--- src/rtl/ntt_pkg.sv ---
// Shared constants and index helpers for the NTT datapath.
// Used by the reorder buffer and its index-reversal sub-block.
package ntt_pkg;

  localparam int DEF_DATA_W = 8;
  localparam int DEF_LOG_N  = 3;
  localparam int IDX_W      = 12;

  function automatic logic [IDX_W-1:0] bitrev(
    input logic [IDX_W-1:0] idx,
    input int               log_n
  );
    logic [IDX_W-1:0] r;
    r = '0;
    for (int i = 0; i < IDX_W; i++) begin
      if (i < log_n) begin
        r[i] = idx[log_n-1-i];
      end
    end
    return r;
  endfunction

endpackage

--- src/rtl/bit_rev_index.sv ---
// Combinational reversal of all LOG_N bits of a frame index.
// Pure wiring; sits on the read-address path of the reorder buffer.
module bit_rev_index #(
  parameter int LOG_N = 3
) (
  input  logic [LOG_N-1:0] idx,
  output logic [LOG_N-1:0] rev
);

  for (genvar i = 0; i < LOG_N; i++) begin : g_rev
    assign rev[i] = idx[LOG_N-1-i];
  end

endmodule

--- src/rtl/stream_bit_reversal.sv ---
// Ping-pong reorder buffer: frames of N elements in natural order,
// emitted bit-reversed (or natural when the frame was tagged bypass).
module stream_bit_reversal
  import ntt_pkg::*;
#(
  parameter int DATA_W = DEF_DATA_W,
  parameter int LOG_N  = DEF_LOG_N
) (
  input  logic              clk,
  input  logic              rst_n,
  input  logic              in_valid,
  output logic              in_ready,
  input  logic [DATA_W-1:0] in_data,
  input  logic              in_bypass,
  output logic              out_valid,
  input  logic              out_ready,
  output logic [DATA_W-1:0] out_data,
  output logic              out_last
);

  localparam int N = 1 << LOG_N;

  typedef logic [LOG_N-1:0] idx_t;

  localparam idx_t LAST = idx_t'(N - 1);

  logic [DATA_W-1:0] mem [2][N];

  logic [1:0] full;
  logic [1:0] full_nxt;
  logic [1:0] mode;
  logic       wr_bank;
  logic       rd_bank;
  idx_t       wr_cnt;
  idx_t       rd_cnt;
  idx_t       rd_rev;
  idx_t       rd_addr;

  logic wr_fire;
  logic rd_fire;
  logic wr_end;
  logic rd_end;

  assign in_ready  = !full[wr_bank];
  assign out_valid = full[rd_bank];

  assign wr_fire = in_valid && in_ready;
  assign rd_fire = out_valid && out_ready;
  assign wr_end  = wr_cnt == LAST;
  assign rd_end  = rd_cnt == LAST;

  bit_rev_index #(
    .LOG_N (LOG_N)
  ) u_rev (
    .idx (rd_cnt),
    .rev (rd_rev)
  );

  assign rd_addr  = mode[rd_bank] ? rd_cnt : rd_rev;
  assign out_data = mem[rd_bank][rd_addr];
  assign out_last = out_valid && rd_end;

  // A write only ever targets an empty bank and a read a full one,
  // so set and clear never land on the same bank in one cycle.
  always_comb begin
    full_nxt = full;
    if (wr_fire && wr_end) begin
      full_nxt[wr_bank] = 1'b1;
    end
    if (rd_fire && rd_end) begin
      full_nxt[rd_bank] = 1'b0;
    end
  end

  always_ff @(posedge clk) begin
    if (!rst_n) begin
      full    <= 2'b00;
      mode    <= 2'b00;
      wr_bank <= 1'b0;
      rd_bank <= 1'b0;
      wr_cnt  <= '0;
      rd_cnt  <= '0;
    end else begin
      full <= full_nxt;
      if (wr_fire) begin
        wr_cnt <= wr_cnt + 1'b1;
        if (wr_cnt == '0) begin
          mode[wr_bank] <= in_bypass;
        end
        if (wr_end) begin
          wr_bank <= ~wr_bank;
        end
      end
      if (rd_fire) begin
        rd_cnt <= rd_cnt + 1'b1;
        if (rd_end) begin
          rd_bank <= ~rd_bank;
        end
      end
    end
  end

  // Storage carries no reset; stale words are gated by the full flags.
  always_ff @(posedge clk) begin
    if (wr_fire) begin
      mem[wr_bank][wr_cnt] <= in_data;
    end
  end

endmodule

--- config.mk ---
export PLATFORM = sky130hd
export DESIGN_NAME = stream_bit_reversal
export DESIGN_NICKNAME = d
export VERILOG_FILES = /design/src/rtl/ntt_pkg.sv /design/src/rtl/bit_rev_index.sv /design/src/rtl/stream_bit_reversal.sv
export SDC_FILE = /design/constraint.sdc
export NUM_CORES = 1
export LEC_CHECK = 0
export CORE_ASPECT_RATIO = 0.75
export CORE_UTILIZATION = 30
export CTS_BUF_LIST = sky130_fd_sc_hd__clkbuf_8
export CTS_CLUSTER_SIZE = 16
export DETAILED_ROUTE_END_ITERATION = 8
export HOLD_SLACK_MARGIN = 0.08
export SYNTH_ARGS = -nofsm -noshare
export SYNTH_HDL_FRONTEND = slang
export SYNTH_HIERARCHICAL = 1
export SYNTH_SLANG_ARGS = --single-unit
--- constraint.sdc ---
create_clock -name clk -period 3.1 [get_ports clk]
set_clock_uncertainty 0.15 [all_clocks]
set_input_delay 0.465 -clock clk [delete_from_list [all_inputs] [get_ports clk]]
set_output_delay 0.465 -clock clk [all_outputs]
set_load 0.03 [all_outputs]
# After elaboration in Yosys (flattened, before gate mapping)
# Memory sizes are Yosys's and may differ from the RTL's. A register that Yosys moved wholly into a read port is not among the register bits.
# Cells that the tools add are included.
# totals
regBits,12
ramBits,128
inputBits,13
out_inout_bits,11
elab_cells,61
mem_count,1
# memory_table
memory,depth,word_bits,rd,rd_clocked_by_memory_dff,write_ports,line,text
mem,2,64,1,1,1,stream_bit_reversal.sv:27,logic [DATA_W-1:0] mem [2][N];
# op_classes
addsub,2
n_lt_le_gt_ge,7
n_eq_ne,2
mux,23
bitwise,7
n_reduce_logical,13
# ops
cell,n
2-to-1 mux 64 bit,1
binary-select mux 8 bit (select 3 bit),1
demux 8 bit (select 3 bit),1
2-to-1 mux 8 bit,3
2-to-1 mux 1 bit,11
"greater-or-equal comparator 4 bit, second input constant",2
logical AND 1 bit,8
NOT 3 -> 4 bit,2
"adder 3 x 1 -> 3 bit, second input constant",2
"equality test 3 bit, second input constant",2
AND reduction 2 bit,3
"< comparator 1 x 2 -> 1 bit, second input constant",2
"< comparator 4 x 1 -> 1 bit, second input constant",1
2-to-1 mux 2 bit,2
logical NOT 3 bit,1
2-to-1 mux 3 bit,1
bitwise AND 2 bit,1
bitwise mux 2 bit,1
demux 1 bit (select 1 bit),2
"greater-or-equal comparator 1 bit, second input constant",2
NOT 1 bit,2
NOT 2 bit,1
bitwise OR 2 bit,1
logical NOT 1 bit,1

# Longest topological paths before layout
# depth
ltp_word,8
ltp_mapped,9
depth_no_buf,6

# Hierarchy
# Netlist, hierarchy kept.
# modules_own_cells
module,n_inst,cells_each,area_per_inst_um2
stream_bit_reversal,1,432,6488.7
bit_rev_index,1,3,22.5

# Worst setup path before layout
# OpenSTA, ideal clock, no wires.
# synth_path
kind,reg2reg
startpoint,register wr_bank
endpoint,"memory mem[0][48] (netlist name), enable pin"
setup_ns,0.383
t_arrival_ns,2.355
slack_ns,0.211
stages_incl_launch_ff,6
path_buffers,0
path_cell_list,dfxtp_1 -> mux2i_1 -> nand2_1 -> nor2_1 -> nand2_1 -> nor3_1
# synth_via
elab_chain_cells,6
# synth_lines
element,line,text
start: declaration,stream_bit_reversal.sv:32,logic wr_bank;
start signal: assignment,stream_bit_reversal.sv:91,wr_bank <= ~wr_bank;
2-to-1 mux 1 bit (implied by the code) (2 in series),stream_bit_reversal.sv:44,assign in_ready = !full[wr_bank];
logical NOT 1 bit,stream_bit_reversal.sv:44,
named net in_ready,stream_bit_reversal.sv:12,"output logic in_ready,"
logical AND 1 bit,stream_bit_reversal.sv:47,assign wr_fire = in_valid && in_ready;
2-to-1 mux 1 bit,stream_bit_reversal.sv:105,if (wr_fire) begin
2-to-1 mux 64 bit (implied by the code),stream_bit_reversal.sv:106,mem[wr_bank][wr_cnt] <= in_data;
end: declaration,stream_bit_reversal.sv:27,
# The timed path passes the listed nets, and every way through them passes these cells. The select of a mux whose other input is x is not followed.

# Final worst setup path
# layout_path
startpoint,register rd_bank
endpoint,output port out_data[1]
# layout_via
elab_chain_cells,7
# layout_lines
element,line,text
start: declaration,stream_bit_reversal.sv:33,logic rd_bank;
start signal: assignment,stream_bit_reversal.sv:97,rd_bank <= ~rd_bank;
2-to-1 mux 1 bit (implied by the code) (2 in series),stream_bit_reversal.sv:59,assign rd_addr = mode[rd_bank] ? rd_cnt : rd_rev;
2-to-1 mux 3 bit,stream_bit_reversal.sv:59,
NOT 3 -> 4 bit (implied by the code),stream_bit_reversal.sv:60,assign out_data = mem[rd_bank][rd_addr];
binary-select mux 8 bit (select 3 bit),stream_bit_reversal.sv:60,
2-to-1 mux 8 bit (implied by the code) (2 in series),stream_bit_reversal.sv:60,
end: declaration,stream_bit_reversal.sv:17,"output logic [DATA_W-1:0] out_data,"
# Every way passes these cells. The select of a mux whose other input is x is not followed.

==> Implementation_results.wiki <==
{| class="wikitable"
! Metric !! Value
|-
| Outcome || completed
|-
| Floorplan die area || 22,300 um^2
|-
| Area grow syn2layout || 23.2%
|-
| Post-route DRC violation count || 0
|-
| Fraction of power spent switching nets || 21.6%
|-
| Area of combinational cells with multiple inputs || 2390 um^2
|-
| Number of antenna-violating nets in the routed design || 0
|-
| Count of endpoints failing setup in the final report || 0
|-
| First-pass GRT wire length || 23,700 um
|-
| Number of sinks handled by clock tree synthesis || 141
|-
| Slack of the critical path || 0.0322 ns
|-
| Synth Area in Compound Gates || 7.03%
|-
| Routability congestion estimate || 0.841
|-
| Global route total overflow || 0
|-
| Leading cell type in the layout, fill and taps excluded || edfxtp_1
|-
| WL final || 15,600 um
|-
| HP Class || reg2reg
|-
| Portion of total power attributed to combinational logic || 6.2%
|-
| Number of max-slew violations in the final report || 0
|-
| Clock buffer depth || 2
|-
| Power density over the cells || 503 nW/um^2
|-
| Number of unique standard cell types used by synthesis || 43
|-
| Slew of the pin with the lowest slew margin || 0.664 ns
|-
| TritonCTS clock tree || done
|-
| Type of origin of the critical path || flip-flop
|-
| Via density || 5.17
|-
| Power spent charging and discharging nets || 0.872 mW
|-
| Most used DFF post-synth || edfxtp_1
|-
| Floorplan row count || 46
|-
| Post-placement worst setup slack || 0.231 ns
|-
| Die Span Y || 130 um
|-
| Fraction of registers with async set or reset after synthesis || 0%
|-
| Required time at the worst-slack endpoint || 2.48 ns
|-
| Unrepaired setup endpoints after global routing || true
|-
| Share of cells above drive strength 1 || 29.4%
|-
| Total non-filler cell area in the finished layout || 8020 um^2
|-
| Internal power component || 3.16 mW
|-
| Number of fillers in the final layout || 2,016
|-
| Synthesized netlist cell count || 435
|-
| Number of cells after detailed placement || 751
|-
| Length of the first detailed-routing pass in iterations || 5
|-
| Highest Signal Layer || met4
|-
| MaxCap Viol Count || 0
|-
| DPL Wire Length || 10,600 um
|-
| Met2 Wirelength || 6740 um
|-
| Routed wirelength normalized by instance count || 19.7 um
|-
| Slew margin rel. || 54.5%
|-
| Portion of synthesized cell area occupied by the leading cell type || 59.0%
|-
| Syn_nets || 453
|-
| Die outline width || 172 um
|-
| Initial core utilization || 30.7%
|-
| Main area contributors after synthesis || edfxtp_1 59%, mux4_2 12%, mux2i_1 4.5%
|-
| Number of antenna violations at the first check in global routing || 0
|-
| Clock Power Share || 41.6%
|-
| Final critical delay including setup and external delays || 3.07 ns
|-
| Arrival time of data at the critical path endpoint || 2.45 ns
|-
| Maximum resistive drop on vdd || 0.000237 V
|-
| Via count of the first global-routing pass || 4,142
|-
| Synthesized-area fraction occupied by xor and xnor cells || 0.404%
|-
| Clock transition at path regs || 0.08 ns
|-
| Commonest non-fill, non-tap cells in the layout || 128 x edfxtp_1, 34 x mux4_2, 33 x buf_4
|-
| Met3 layer wire length in the routed design || 1450 um
|-
| Count of warnings emitted by yosys || 6
|-
| TritonCTS Buffers || 17
|-
| End-of-flow core utilization || 37.9%
|-
| Syn Area/Cell || 15.0 um^2
|-
| Number of synthesized flops with an enable pin || 128
|-
| Number of vias after detailed routing || 4,107
|-
| Instance area at placement || 7240 um^2
|-
| Final TNS setup || 0 ns
|-
| Achievable clock frequency || 326 MHz
|-
| Clock root buffer || clkbuf_8
|-
| GRT Overall Usage || 14.8%
|-
| Number of hold buffers added after cts || 0
|-
| Dominant combinational cell family by area after synthesis || multiplexers
|-
| Number of top-level design ports || 24
|-
| Count of H-tree levels built during CTS || 4
|-
| Type of element capturing the critical path || output pin
|-
| Wire length the detailed router placed on met1 || 7300 um
|-
| Iter 0 DRT Violations || 449
|-
| Multiplexer share of the synthesized area || 17.4%
|-
| Area leader, netlist || edfxtp_1
|-
| Pin count of the biggest net entering global routing || 38
|-
| Area occupied by registers || 4110 um^2
|-
| Number of synthesized register bits || 141
|-
| Number of diodes || 0
|-
| Adder and majority gate portion of the synthesized area || 0.961%
|-
| Critical Path Fanout Max || 5
|-
| Flop pwr share || 52.2%
|-
| Basic-gate share of the synthesized area counting and, or, nand and nor cells || 8.65%
|-
| Final Power || 4.03 mW
|-
| Number of port buffers || 23
|-
| Leakage Power || 2.54 nW
|-
| Post-synthesis cell area || 6510 um^2
|-
| Worst hold slack across all endpoints || 0.357 ns
|-
| Final Instance Count excl. Fillers || 794
|-
| Std-Cell Core Area || 21,200 um^2
|-
| Post-synthesis sequential area ratio || 63.0%
|-
| Post-route fraction of the period consumed by the critical path || 99.0%
|-
| Critical path class || reg2out
|-
| Final Net Count || 511
|-
| Final hold violation count || 0
|-
| Clock latency on the worst-skew pair || 0.44 ns
|}
## layout make-up
| class | count | share of cell area [%] |
|---|---|---|
| inverters | 4 | 0.187 |
| multi-input cells | 262 | 29.8 |
| flip-flops and latches | 141 | 51.3 |
| well taps | 288 | 4.49 |
| repair buffers | 67 | 8.57 |
| clock buffers | 17 | 2.92 |
| clock inverters | 15 | 2.76 |
## Yosys cell counts, drive strengths merged, types with 3 or more instances
library cell,instances
nand4,5
xnor2,3
inv,3
a22oi,6
nor3b,3
nor2,29
a21boi,6
nand2b,6
and2,5
edfxtp,128
a211oi,4
nand2,31
o22ai,4
nor3,9
nor2b,5
or3,7
o211ai,11
a21oi,9
nand3,14
mux4,34
clkbuf,10
a31oi,4
dfxtp,13
mux2,5
ha,5
o21ai,10
o32ai,4
mux2i,30
buf,19
## power by group through the flow
stage               sequential, mW  combinational [mW]  clock, mW
detailed placement            2.15               0.227          0
global placement              2.15               0.223          0
CTS                           2.11               0.240       1.71
global route                  2.11               0.270       1.78
finish                        2.11               0.252       1.68
floorplan                     2.15               0.117          0
## per-layer routing
metal,global-route usage [%],vias to the layer above
li1,-,1844
met1,21.6,2097
met2,21.5,150
met3,3.76,16
met4,4.63,0
met5,0,-
## cell families after synthesis
logic type                 after synthesis
adders and majority gates                5
AOI/OAI and AO/OA                       66
buffers and inverters                   33
and+or+nand+nor                        118
xor gates and xnor gates                 3
muxes                                   69
DFF                                    141
## critical path: stages, from the launching register on
cell and delay, ns:
dfxtp_4 0.38, mux2i_4 0.26, buf_12 0.14, mux2_4 0.38
mux2i_2 0.22, a211oi_2 0.09, or3_4 0.38, buf_6 0.15
## repair_timing
action,CTS,global route
pin swaps,4,16
buffers inserted,7,3
gates resized for setup,19,29
endpoints found under the setup margin,8,8
cloned,1,0
## flip-flops by register name, indices dropped and copies added, names as in the netlist, named ones only
register  flops
full          2
mem         128
mode          2
rd_bank       1
rd_cnt        3
wr_bank       1
wr_cnt        3
## path summary, 6_finish.rpt
check                             start          end  slack [ns]  cells past startpoint
worst min register to register  full[0]      rd_bank        0.36                      2
worst max register to register  wr_bank   mem[0][58]        0.69                      6
worst max-delay path            rd_bank  out_data[1]        0.03                      7
worst min-delay path            full[0]      rd_bank        0.36                      2
No activity file was read; power rests on OpenSTA's default activity.
